--- config.mk ---
export PLATFORM = sky130hd
export DESIGN_NAME = llc_request_frontend
export DESIGN_NICKNAME = d
export VERILOG_FILES = /design/src/rtl/llc_request_frontend.sv
export SDC_FILE = /design/constraint.sdc
export NUM_CORES = 1
export LEC_CHECK = 0
export BUFFER_PORTS_ARGS = -buffer_cell sky130_fd_sc_hd__clkbuf_2
export CAP_MARGIN = 25
export CORE_MARGIN = 5
export CORE_UTILIZATION = 58
export CTS_CLUSTER_DIAMETER = 150
export DETAILED_ROUTE_END_ITERATION = 8
export HOLD_SLACK_MARGIN = 0.15
export PLACE_DENSITY = 0.77
export SLEW_MARGIN = 20
export SYNTH_ARGS = -nofsm -noshare
export SYNTH_HDL_FRONTEND = slang
export SYNTH_SLANG_ARGS = --single-unit
--- constraint.sdc ---
create_clock -name clk -period 2.7 [get_ports clk]
set_input_delay 0.135 -clock clk [delete_from_list [all_inputs] [get_ports clk]]
set_output_delay 0.135 -clock clk [all_outputs]
set_load 0.02 [all_outputs]
--- src/rtl/llc_request_frontend.sv ---
// LLC request front-end: trace command intake, decode, request FIFO
// and clear-cache sequencing ahead of the LLC controller.
module llc_request_frontend #(
  parameter int ADDR_BITS   = 32,
  parameter int TAG_BITS    = 12,
  parameter int INDEX_BITS  = 14,
  parameter int OFFSET_BITS = 6,
  parameter int FIFO_DEPTH  = 4,
  parameter int CNT_BITS    = 16
) (
  input  logic                   clk,
  input  logic                   rst_n,
  input  logic                   cmd_valid,
  output logic                   cmd_ready,
  input  logic [3:0]             cmd_code,
  input  logic [ADDR_BITS-1:0]   cmd_addr,
  output logic                   req_valid,
  input  logic                   req_ready,
  output logic [2:0]             req_op,
  output logic                   req_snoop,
  output logic [TAG_BITS-1:0]    req_tag,
  output logic [INDEX_BITS-1:0]  req_index,
  output logic [OFFSET_BITS-1:0] req_offset,
  output logic                   clear_req,
  input  logic                   clear_ack,
  output logic [CNT_BITS-1:0]    illegal_cnt,
  output logic                   busy
);

  localparam int PW = $clog2(FIFO_DEPTH);

  if (TAG_BITS + INDEX_BITS + OFFSET_BITS != ADDR_BITS) begin : g_chk
    $fatal(1, "tag/index/offset widths do not sum to ADDR_BITS");
  end

  typedef struct packed {
    logic [2:0]             op;
    logic                   snoop;
    logic [TAG_BITS-1:0]    tag;
    logic [INDEX_BITS-1:0]  index;
    logic [OFFSET_BITS-1:0] offset;
  } ent_t;

  typedef enum logic [1:0] {
    S_RUN,
    S_DRAIN,
    S_CLEAR,
    S_WAIT
  } state_t;

  state_t             r_state;
  state_t             w_next;
  ent_t               r_mem [FIFO_DEPTH];
  logic [PW:0]        r_wptr;
  logic [PW:0]        r_rptr;
  logic [CNT_BITS-1:0] r_illegal_cnt;

  logic       w_empty;
  logic       w_full;
  logic       w_acc;
  logic       w_push;
  logic       w_pop;
  logic       w_legal;
  logic       w_is_clr;
  logic       w_illegal;
  logic [2:0] w_op;
  ent_t       w_ent;
  ent_t       w_head;

  assign w_empty = (r_wptr == r_rptr);
  assign w_full  = (r_wptr[PW-1:0] == r_rptr[PW-1:0]) &&
                   (r_wptr[PW] != r_rptr[PW]);

  // Ready depends on registered state only; a same-cycle pop frees nothing.
  assign cmd_ready = (r_state == S_RUN) && !w_full;
  assign w_acc     = cmd_valid && cmd_ready;

  always_comb begin
    w_op      = '0;
    w_legal   = 1'b0;
    w_is_clr  = 1'b0;
    w_illegal = 1'b0;
    unique case (1'b1)
      (cmd_code <= 4'd6): begin
        w_op    = cmd_code[2:0];
        w_legal = 1'b1;
      end
      (cmd_code == 4'd9): begin
        w_op    = 3'd7;
        w_legal = 1'b1;
      end
      (cmd_code == 4'd8): w_is_clr = 1'b1;
      default:            w_illegal = 1'b1;
    endcase
  end

  always_comb begin
    w_ent.op     = w_op;
    w_ent.snoop  = (w_op >= 3'd3) && (w_op <= 3'd6);
    w_ent.tag    = cmd_addr[ADDR_BITS-1 -: TAG_BITS];
    w_ent.index  = cmd_addr[INDEX_BITS+OFFSET_BITS-1 -: INDEX_BITS];
    w_ent.offset = cmd_addr[OFFSET_BITS-1:0];
  end

  assign w_push = w_acc && w_legal;
  assign w_pop  = req_valid && req_ready;

  always_ff @(posedge clk or negedge rst_n) begin
    if (!rst_n) begin
      for (int i = 0; i < FIFO_DEPTH; i++) begin
        r_mem[i] <= '0;
      end
    end else if (w_push) begin
      r_mem[r_wptr[PW-1:0]] <= w_ent;
    end
  end

  always_ff @(posedge clk or negedge rst_n) begin
    if (!rst_n) begin
      r_wptr <= '0;
      r_rptr <= '0;
    end else begin
      if (w_push) r_wptr <= r_wptr + (PW+1)'(1);
      if (w_pop)  r_rptr <= r_rptr + (PW+1)'(1);
    end
  end

  always_ff @(posedge clk or negedge rst_n) begin
    if (!rst_n) begin
      r_illegal_cnt <= '0;
    end else if (w_acc && w_illegal && (r_illegal_cnt != '1)) begin
      r_illegal_cnt <= r_illegal_cnt + CNT_BITS'(1);
    end
  end

  always_ff @(posedge clk or negedge rst_n) begin
    if (!rst_n) r_state <= S_RUN;
    else        r_state <= w_next;
  end

  always_comb begin
    w_next = r_state;
    unique case (r_state)
      S_RUN:   if (w_acc && w_is_clr) w_next = S_DRAIN;
      S_DRAIN: if (w_empty)           w_next = S_CLEAR;
      S_CLEAR:                        w_next = S_WAIT;
      S_WAIT:  if (clear_ack)         w_next = S_RUN;
      default:                        w_next = S_RUN;
    endcase
  end

  assign w_head      = r_mem[r_rptr[PW-1:0]];
  assign req_valid   = !w_empty;
  assign req_op      = w_head.op;
  assign req_snoop   = w_head.snoop;
  assign req_tag     = w_head.tag;
  assign req_index   = w_head.index;
  assign req_offset  = w_head.offset;
  assign clear_req   = (r_state == S_CLEAR);
  assign busy        = (r_state != S_RUN);
  assign illegal_cnt = r_illegal_cnt;

endmodule

==> out/qor.csv <==
stage,metric,value,unit
clock_network,clk sink count,168,
pwr,Leak,0.004747,uW
global_routing,vias in the first global route,5131,
floorplanning,# rows,43,
cells_and_area,ANT cells,0,
flow_run,maxcap violations,0,
clock_network,Clock Latency Late Sink,0.42,ns
setup_path,Crit Path Class,reg -> out,
clock_network,TritonCTS clock tree,done,
place,Placed Instances,747,
global_routing,initial antenna violation count,0,
global_routing,All-Layer GR Usage,0.2083,
sta,RSZ-0062 raised after global routing,no,
run_status,outcome,completed,
clock_network,"CTS clk-pin slew, worst paths",0.06,ns
detailed_routing,Post-DRT Antenna Nets,0,
cells_and_area,fin cells,811,
sta,relative slew slack,0.4805,
setup_path,CP max stage delay,0.64,ns
detailed_routing,Vias,4551,
sta,clk_skew,0.005689,ns
sta,Sum Neg Setup Slack,0,ns
pwr,sw frac,0.3283,
pwr,Max IR drop VDD,0.0007019,V
global_routing,grt ovf,0,
pwr,internal power,7489,uW
sta,Fin. Hold Viols,0,
pwr,Seq pwr share,0.381,
cells_and_area,Final Instance Area,9502,um^2
setup_path,CP max FO,38,
setup_path,Top delay family on crit path,buffers and inverters,
clock_network,CTS max path bufs,2,
floorplanning,Die ar.,16430,um^2
clock_network,CTS Buf Count,17,
synthesis,syn_nets,541,
place,placed cell area,8607,um^2
clock_network,H-tree depth,4,
sta,Tightest Pin Transition,0.7793,ns
place,I/O Buffers,96,
synthesis,Post-Syn Area,8102,um^2
pwr,Comb pwr share,0.416,
synthesis,"EDFF count, synth",0,
synthesis,"Seq/Total Area, Yosys",0.5189,
synthesis,cell count after synthesis,489,
place,routability cong.,0.7981,
sta,setup violators final,0,
cells_and_area,Final nets,674,
detailed_routing,Avg Vias per Cell,5.612,
detailed_routing,first drt pass iteration count,4,
floorplanning,Die Y-Extent,128.2,um
sta,fmax,420.5,MHz
setup_path,CP endpoint kind,output pin,
synthesis,Seq cells post-synth,168,
setup_path,arrival time at the worst endpoint,2.24,ns
synthesis,synth warn,0,
cells_and_area,layout cell share with drive strength beyond 1,0.5008,
detailed_routing,Post-Route WL,15800,um
place,post-detail-place hpwl,10220,um
setup_path,"Data required, critical path",2.57,ns
synthesis,ys async rst share,1.000,
synthesis,"Top FF cell, synth",dfrtp_1,
setup_path,"slowest stage cell, crit path",mux4_2,
pwr,clock share of power,0.203,
clock_network,root buffer cell,clkbuf_16,
synthesis,average size of a mapped cell,16.57,um^2
synthesis,Cell variety after synth,38,
detailed_routing,DR iter-0 viols,197,
detailed_routing,wire length per cell,19.49,um
pwr,Psw,3660,uW
sta,Tcrit/Tclk final,0.8808,
floorplanning,core area,13770,um^2
setup_path,crit start category,register,
clock_network,post-cts repair resize count,0,
setup_path,CP Buf/Inv Count,2,
global_routing,pin count of the biggest net entering global routing,68,
synthesis,post-synth top area cell,dfrtp_1,
setup_path,worst-path cell chain,"buf_4, mux4_2, clkbuf_2",
cells_and_area,"commonest non-fill, non-tap cells in the layout","dfrtp_1, clkbuf_2, mux2_4, mux2_2",
sta,fin crit period,2.378,ns
sta,max-slew violation count,0,
cells_and_area,"commonest non-fill, non-tap cell in the layout",dfrtp_1,
synthesis,share of the synthesized area in the top cell type,0.5189,
floorplanning,Die X,128.2,um
cells_and_area,area delta synth->final,17.28,%
pwr,Power Dens Cells,1173,nW/um^2
detailed_routing,drt drc,0,
synthesis,Area contributors post-synth,"dfrtp_1, mux2_4, mux4_2",
floorplanning,Ports,97,
global_routing,global-route wire length before repair,26400,um
worst_hold_path,Hold WC Path Type,in -> reg,
floorplanning,starting density of the core,0.5882,
-- routing by layer --
metal,GRT usage,vias up,routed length [um]
met3,0.05375,15,667
li1,-,2056,-
met1,0.2717,2382,6973
met5,0,-,0
met4,0.06679,0,180
met2,0.3432,98,7981
-- final timing paths --
check / start / endpoint / slack, ns / depth (start not counted)
min in group asynchronous: rst_n / r_mem[109] / 0.22 / 2
max reg2reg: r_wptr[2] / r_mem[77] / 0.40 / 5
max in group asynchronous: rst_n / r_mem[107] / 1.72 / 3
min reg2reg: r_mem[111] / r_mem[111] / 0.49 / 1
max: r_rptr[0] / req_op[1] / 0.32 / 3
min: cmd_valid / r_state[0] / 0.20 / 4
-- synthesized netlist by cell type, types with 4 or more instances --
cell type    n
xor2_1      11
nor2_1      11
ha_1        11
nand4_1      5
nand3_1     10
mux2_4      89
mux2_2      58
buf_2        4
xnor2_1     11
buf_4        4
mux4_2      36
nand2_1     12
dfrtp_1    168
inv_1       11
buf_12       9
-- sequential cells by signal, summed over array words and instances (netlist names) --
register,count
illegal_cnt,16
r_mem,144
r_rptr,3
r_state,2
r_wptr,3
-- worst register-to-register path: cells and delay by family (launching register included) --
kind                      cells  cell delay (ns)
xor gates and xnor gates      1             0.17
AOI/OAI and AO/OA             1             0.30
DFF                           1             0.42
muxes                         1             0.42
and+or+nand+nor               2             0.89
-- metrics by stage --
step	hold slack (ns)	power [uW]	setup WS, ns	utilization
floorplan	-0.1606	7697	0.5679	-
global placement	0.09813	8710	0.4614	0.6249
detailed placement	0.1005	8919	0.4325	0.6249
CTS	0.1856	11270	0.2547	0.6899
global route	0.2018	11760	0.1718	0.6899
finish	0.2042	11150	0.3219	0.6899
-- layout make-up --
| type | count | area, um^2 |
|---|---|---|
| clock inverters | 4 | 72.57 |
| clock buffers | 24 | 461.7 |
| fillers | 927 | 4272 |
| multi-input cells | 286 | 3577 |
| well taps | 180 | 225.2 |
| flip-flops and latches | 168 | 4207 |
| repair buffers | 138 | 917.1 |
| inverters | 11 | 41.29 |
-- cells by family (layout without fill, tap and decap cells) --
family	after synthesis	count (layout)	synth area share
adder cells (fa/ha/maj)	11	11	0.01699
flip-flops	168	168	0.5189
multiplexers	185	185	0.3483
AND/OR/NAND/NOR	57	57	0.04201
buffers and inverters	35	177	0.03954
AO/OA/AOI/OAI	11	11	0.01050
XOR/XNOR	22	22	0.02378
-- power groups by stage --
stage	combinational [uW]	sequential, uW	clock [uW]
finish	4640	4240	2260
global route	4970	4350	2440
CTS	4720	4230	2310
detailed placement	4660	4250	0
global placement	4550	4160	0
floorplan	3640	4050	0
-- what timing repair did --
action / in CTS / in global routing
setup buffers: 0 / 0
endpoints found under the hold margin: 275 / 0
hold buffers: 36 / 0
Power figures use the tool's default switching activity.
